--- config.mk ---
export PLATFORM = sky130hd
export DESIGN_NAME = overlay_fb_arbiter
export DESIGN_NICKNAME = d
export VERILOG_FILES = /design/src/rtl/fb_arb_pkg.sv /design/src/rtl/fb_clear_seq.sv /design/src/rtl/overlay_fb_arbiter.sv
export SDC_FILE = /design/constraint.sdc
export NUM_CORES = 1
export LEC_CHECK = 0
export ABC_CLOCK_PERIOD_IN_PS = 2400
export CAP_MARGIN = 5
export CELL_PAD_IN_SITES_DETAIL_PLACEMENT = 1
export CELL_PAD_IN_SITES_GLOBAL_PLACEMENT = 1
export CORE_MARGIN = 2
export CORE_UTILIZATION = 33
export CTS_BUF_LIST = sky130_fd_sc_hd__clkbuf_2
export DETAILED_ROUTE_END_ITERATION = 12
export HOLD_SLACK_MARGIN = 0.15
export PLACE_DENSITY_LB_ADDON = 0.1
export SLEW_MARGIN = 15
export SYNTH_ARGS = -nofsm -noshare
export SYNTH_HDL_FRONTEND = slang
export SYNTH_SLANG_ARGS = --single-unit
--- constraint.sdc ---
create_clock -name CLK100MHZ -period 2.4 [get_ports CLK100MHZ]
set_clock_uncertainty 0.15 [all_clocks]
set_input_delay 0.24 -clock CLK100MHZ [delete_from_list [all_inputs] [get_ports CLK100MHZ]]
set_output_delay 0.24 -clock CLK100MHZ [all_outputs]
set_load 0.02 [all_outputs]
--- src/rtl/fb_arb_pkg.sv ---
// Shared constants and types for the overlay framebuffer arbiter.
//   FB_DEPTH / FB_ADDR_W : default framebuffer geometry (640x480, 1 bit per pixel)
//   SLOT_DISP            : slot phase reserved for the VGA scan read
//   SLOT_RD_CAPTURE      : phase whose closing edge loads disp_data (RAM data is
//                          valid one cycle after the display address)
//   clr_state_e          : clear sequencer state encoding
//   OOB_CNT_W            : width of the saturating dropped-write counter
package fb_arb_pkg;
  localparam int         FB_DEPTH        = 307200;
  localparam int         FB_ADDR_W       = 19;
  localparam int         OOB_CNT_W       = 8;
  localparam logic [1:0] SLOT_DISP       = 2'd0;
  localparam logic [1:0] SLOT_RD_CAPTURE = 2'd1;

  typedef enum logic [1:0] {
    CLR_IDLE  = 2'd0,
    CLR_CLEAR = 2'd1,
    CLR_DONE  = 2'd2
  } clr_state_e;
endpackage

--- src/rtl/fb_clear_seq.sv ---
// Clear-screen sequencer: sweeps addresses 0..DEPTH-1, one per write slot.
//   clk_i   : system clock
//   rst_ni  : asynchronous active-low reset
//   start_i : request a clear (ignored unless idle)
//   step_i  : a write slot is available this cycle
//   busy_o  : sweep in progress (owns every write slot)
//   done_o  : one-cycle pulse after the last address is written
//   addr_o  : address to clear this cycle
module fb_clear_seq
  import fb_arb_pkg::*;
#(
  parameter int DEPTH          = FB_DEPTH,
  parameter int ADDR_WIDTH     = FB_ADDR_W,
  parameter bit CLEAR_ON_RESET = 1'b1
) (
  input  logic                  clk_i,
  input  logic                  rst_ni,
  input  logic                  start_i,
  input  logic                  step_i,
  output logic                  busy_o,
  output logic                  done_o,
  output logic [ADDR_WIDTH-1:0] addr_o
);
  localparam logic [ADDR_WIDTH-1:0] LAST_ADDR = ADDR_WIDTH'(DEPTH - 1);
  // Resetting straight into CLEAR makes the first post-reset cycle part of
  // the sweep; phase is 0 throughout reset, so no write escapes meanwhile.
  localparam clr_state_e RST_STATE = CLEAR_ON_RESET ? CLR_CLEAR : CLR_IDLE;

  clr_state_e            state_q, state_d;
  logic [ADDR_WIDTH-1:0] addr_q, addr_d;
  logic                  last;

  assign last = (addr_q == LAST_ADDR);

  always_ff @(posedge clk_i or negedge rst_ni) begin
    if (!rst_ni) begin
      state_q <= RST_STATE;
      addr_q  <= '0;
    end else begin
      state_q <= state_d;
      addr_q  <= addr_d;
    end
  end

  always_comb begin
    state_d = state_q;
    addr_d  = addr_q;
    unique case (state_q)
      CLR_IDLE:  if (start_i) state_d = CLR_CLEAR;
      CLR_CLEAR: if (step_i) begin
        addr_d = last ? '0 : addr_q + 1'b1;
        if (last) state_d = CLR_DONE;
      end
      CLR_DONE:  state_d = CLR_IDLE;
      default:   state_d = CLR_IDLE;
    endcase
  end

  always_comb begin
    busy_o = (state_q == CLR_CLEAR);
    done_o = (state_q == CLR_DONE);
    addr_o = addr_q;
  end
endmodule

--- src/rtl/overlay_fb_arbiter.sv ---
// Time-slot scheduler for the single-port 1-bit overlay framebuffer.
// Each 25 MHz pixel spans 4 system-clock slots: slot 0 serves the VGA scan
// read, slots 1-3 serve the clear sequencer (priority) or the plot writer.
//   CLK100MHZ, CPU_RESETN     : clock, async active-low reset
//   disp_addr / disp_data     : VGA scan address in, registered pixel out
//   wr_valid/wr_addr/wr_data  : writer request, wr_ready accept
//   clr_start/clr_busy/clr_done : clear-screen control and status
//   oob_count                 : saturating count of dropped out-of-range writes
//   slot_phase                : current slot phase
//   mem_addr/mem_we/mem_wdata/mem_rdata : single-port RAM (1-cycle read)
module overlay_fb_arbiter
  import fb_arb_pkg::*;
#(
  parameter int DEPTH          = FB_DEPTH,
  parameter int ADDR_WIDTH     = FB_ADDR_W,
  parameter bit CLEAR_ON_RESET = 1'b1
) (
  input  logic                  CLK100MHZ,
  input  logic                  CPU_RESETN,
  input  logic [ADDR_WIDTH-1:0] disp_addr,
  output logic                  disp_data,
  input  logic                  wr_valid,
  input  logic [ADDR_WIDTH-1:0] wr_addr,
  input  logic                  wr_data,
  output logic                  wr_ready,
  input  logic                  clr_start,
  output logic                  clr_busy,
  output logic                  clr_done,
  output logic [OOB_CNT_W-1:0]  oob_count,
  output logic [1:0]            slot_phase,
  output logic [ADDR_WIDTH-1:0] mem_addr,
  output logic                  mem_we,
  output logic                  mem_wdata,
  input  logic                  mem_rdata
);
  // One extra bit so DEPTH == 2**ADDR_WIDTH still compares correctly.
  localparam logic [ADDR_WIDTH:0] DEPTH_W = (ADDR_WIDTH + 1)'(DEPTH);

  logic [1:0]            phase_q;
  logic                  disp_data_q;
  logic [OOB_CNT_W-1:0]  oob_q;
  logic                  write_slot, wr_fire, wr_in_range;
  logic [ADDR_WIDTH-1:0] clr_addr;

  assign write_slot  = (phase_q != SLOT_DISP);
  assign wr_ready    = write_slot & ~clr_busy;
  assign wr_fire     = wr_valid & wr_ready;
  assign wr_in_range = ({1'b0, wr_addr} < DEPTH_W);

  fb_clear_seq #(
    .DEPTH          (DEPTH),
    .ADDR_WIDTH     (ADDR_WIDTH),
    .CLEAR_ON_RESET (CLEAR_ON_RESET)
  ) u_clr (
    .clk_i   (CLK100MHZ),
    .rst_ni  (CPU_RESETN),
    .start_i (clr_start),
    .step_i  (write_slot),
    .busy_o  (clr_busy),
    .done_o  (clr_done),
    .addr_o  (clr_addr)
  );

  always_ff @(posedge CLK100MHZ or negedge CPU_RESETN) begin
    if (!CPU_RESETN) begin
      phase_q     <= SLOT_DISP;
      disp_data_q <= 1'b0;
      oob_q       <= '0;
    end else begin
      phase_q <= phase_q + 2'd1;
      if (phase_q == SLOT_RD_CAPTURE) disp_data_q <= mem_rdata;
      if (wr_fire && !wr_in_range && (oob_q != '1)) oob_q <= oob_q + 1'b1;
    end
  end

  // Idle slots keep presenting the scan address so the RAM port stays benign.
  always_comb begin
    mem_addr  = disp_addr;
    mem_we    = 1'b0;
    mem_wdata = 1'b0;
    if (clr_busy && write_slot) begin
      mem_addr = clr_addr;
      mem_we   = 1'b1;
    end else if (wr_fire && wr_in_range) begin
      mem_addr  = wr_addr;
      mem_we    = 1'b1;
      mem_wdata = wr_data;
    end
  end

  assign disp_data  = disp_data_q;
  assign oob_count  = oob_q;
  assign slot_phase = phase_q;
endmodule

==> flow_metrics.env <==
export IMPL_status="finished with violations"
export IMPL_failed_checks="negative setup slack"
export IMPL_power_per_cell_area_mw_per_mm2=431
export IMPL_swShare=0.402
export IMPL_synthCells=246
export IMPL_p_seq_frac=0.454
export IMPL_layout_common_cells="clkdlybuf4s50_1, buf_4, dfrtp_1, a31oi_1"
export IMPL_wl_mm=9.14
export IMPL_rows=28
export IMPL_p_leak_uw=0.00155
export IMPL_crit_arrival_ps=2160
export IMPL_yosys_warnings=0
export IMPL_antenna_cells=0
export IMPL_die_area_mm2=0.00696
export IMPL_pwr_share_comb=0.363
export IMPL_grt_usage=0.255
export IMPL_final_layout_size_suffix_gt1_frac=0.359
export IMPL_antenna_found_initial=0
export IMPL_finalNetCount=417
export IMPL_postSynthAreaPerCell_um2=8.46
export IMPL_ys_seq_area_frac=0.385
export IMPL_fp_dieH_um=83.4
export IMPL_post_drt_wl_per_cell_um=20.5
export IMPL_clockRootBuffer="clkbuf_2"
export IMPL_worst_slew_pin_slew_ps=585
export IMPL_p_sw_uw=635
export IMPL_num_io_pins=79
export IMPL_dieWidth_um=83.4
export IMPL_drv_cap=0
export IMPL_rrSetupSlack_ps=-80
export IMPL_hold_depth=3
export IMPL_cts_buffer_depth=2
export IMPL_syn_area_mm2=0.00208
export IMPL_grt_overflow_total=0
export IMPL_nFillCells=685
export IMPL_critPathMaxStageDelay_ps=420
export IMPL_crit_family="buffers and inverters"
export IMPL_gp_congestion=0.808
export IMPL_regToRegEndpoint="u_clr.addr_o[12]"
export IMPL_crit_chain="inv_2 > ha_4 > buf_6 > buf_12 > nor3b_4 > buf_12 > a31oi_1 > a21oi_1 > buf_4"
export IMPL_synth_nets=294
export IMPL_hold_path_class="input pin to register"
export IMPL_initialDrtViolationCount=114
export IMPL_via_per_inst=5.58
export IMPL_insertion_delay_ps=410
export IMPL_cts_sinks=32
export IMPL_antenna_left=0
export IMPL_critPathSlowestCell="dfrtp_1"
export IMPL_core_area_mm2=0.00603
export IMPL_critical_path_class="register to output pin"
export IMPL_grt_pass1_wl_mm=14.1
export IMPL_area_delta_synth_final_pct=76.1
export IMPL_drc=0
export IMPL_post_route_period_util=1.06
export IMPL_finish_utilization=0.609
export IMPL_htreeDepth=2
export IMPL_final_common_cell="clkdlybuf4s50_1"
export IMPL_reg2reg_from="slot_phase[1]"
export IMPL_rsz0062_at_grt="true"
export IMPL_end_kind="output pin"
export IMPL_drt_first_pass_iters=4
export IMPL_crit_buf_inv=5
export IMPL_final_area_mm2=0.00367
export IMPL_ir_worst_vdd_uv=255
export IMPL_cts_buffers=5
export IMPL_dp_hpwl_mm=5.74
export IMPL_startpoint_type="register"
export IMPL_grt_max_degree=33
export IMPL_cp_required_ps=2010
export IMPL_crit_start="slot_phase[1]"
export IMPL_grt_pass1_vias=2658
export IMPL_maxSlewViolCount=0
export IMPL_start_util=0.346
export IMPL_cts_tree="yes"
export IMPL_min_to="u_clr.state_q[0]"
export IMPL_r2r_cells=9
export IMPL_crit_top_cell="buf_12"
export IMPL_finalCriticalPeriod_ps=2550
export IMPL_path_max_fanout=19
export IMPL_p_int_uw=945
export IMPL_place_area_mm2=0.00318
export IMPL_min_from="clr_start"
export IMPL_final_setup_viol_count=23
export IMPL_hold_viol_final=0
export IMPL_setup_ws_ps=-150
export IMPL_slew_headroom=0.604
export IMPL_clk_pin_slew_worst_paths_ps=190
export IMPL_yosysUniqueCellTypes=43
export IMPL_clkPwrFrac=0.184
export IMPL_ys_ff_latch=32
export IMPL_vias=2482
export IMPL_timing_fmax_mhz=392
export IMPL_port_buffers=78
## worst max path at each step
stage | end | slack [ps] | cells past startpoint
floorplan | mem_addr[18] | 9 | 7
global placement | mem_addr[5] | -370 | 6
detailed placement | mem_addr[5] | -400 | 6
CTS | mem_addr[17] | -130 | 7
global route | mem_addr[11] | -230 | 9
finish | mem_addr[7] | -150 | 9
## worst min-delay path: cells and delay by family
kind            cells  cell delay [ps]
buf+inv             1              400
compound gates      2              160
## final cells by class
| class | instances | area (µm²) | area share |
|---|---|---|---|
| tap | 75 | 93.8 | 0.0256 |
| clock buffer | 7 | 35.0 | 0.00955 |
| inverter | 7 | 26.3 | 0.00716 |
| clock inverter | 1 | 3.75 | 0.00102 |
| multi-input combinational | 195 | 1470 | 0.402 |
| sequential | 32 | 802 | 0.219 |
| timing repair buffer | 128 | 1230 | 0.336 |
## through the flow
| stage | cells | power [µW] | hold slack (ps) | setup slack, ps | TNS (ps) |
|---|---|---|---|---|---|
| floorplan | 246 | 938 | -206 | 8.98 | 0 |
| global placement | 418 | 1230 | 284 | -369 | -6190 |
| detailed placement | 418 | 1250 | 290 | -399 | -7190 |
| CTS | 440 | 1530 | 225 | -133 | -2100 |
| global route | 445 | 1650 | 239 | -232 | -4520 |
| finish | 445 | 1580 | 235 | -150 | -2390 |
## what timing repair did
item	CTS	global route
setup endpoints to repair	26	30
buffers inserted	7	6
hold buffers	1	0
hold endpoints to repair	31	0
gates cloned	6	0
resized for setup	156	28
pin swaps	10	10
## sequential cells by signal, summed over array words and instances (netlist names)
| register | count |
|---|---|
| u_clr.state_q | 2 |
| oob_count | 8 |
| slot_phase | 2 |
| u_clr.addr_o | 19 |
| disp_data | 1 |
## layer usage
layer	share of wire	GRT usage	up-vias	wire length, µm
met5	0	0	-	0
met4	0.011	0.0630	0	101
met3	0.051	0.0646	10	470
met2	0.51	0.427	76	4680
met1	0.42	0.330	1245	3880
li1	-	-	1151	-
## cells by family (layout without fill, tap and decap cells)
family | Yosys count | after routing | share of synthesized area
fa+ha+maj | 4 | 4 | 0.0240
flops | 32 | 32 | 0.385
buf+inv | 21 | 143 | 0.0415
compound gates | 70 | 70 | 0.202
xor+xnor | 18 | 18 | 0.0757
mux | 3 | 3 | 0.0162
simple gates | 98 | 100 | 0.255
## synth_stat cells (all sizes together)
cell	count	area (µm²)
a211oi	3	27.5
nor4bb	1	10.0
a21bo	1	10.0
nand4bb	1	11.3
clkbuf	13	48.8
ha	4	50.1
a22oi	2	15.0
nor2	27	101
o31ai	3	22.5
nand2b	2	12.5
o21ai	18	90.1
a21boi	1	7.51
xor2	7	61.3
nand4	7	43.8
or4	2	18.8
nand4b	1	8.76
and3	2	12.5
buf	1	11.3
or2	1	6.26
nand3b	1	7.51
a31oi	24	150
o21bai	1	7.51
a21oi	15	75.1
nor3b	1	7.51
xnor2	11	96.3
nor2b	2	12.5
nand3	7	40.0
nor4	9	71.3
or3b	1	8.76
a21o	2	15.0
nand2	20	75.1
and2b	1	7.51
nor3	9	50.1
mux2	3	33.8
and4	3	26.3
inv	7	26.3
dfstp	1	26.3
dfrtp	31	776
## power by group through the flow
stage,clock network [µW],logic (µW),registers (µW)
floorplan,0,255,683
global placement,0,525,708
detailed placement,0,539,710
CTS,284,534,713
global route,322,605,725
finish,290,573,717
Power figures use the tool's default switching activity.
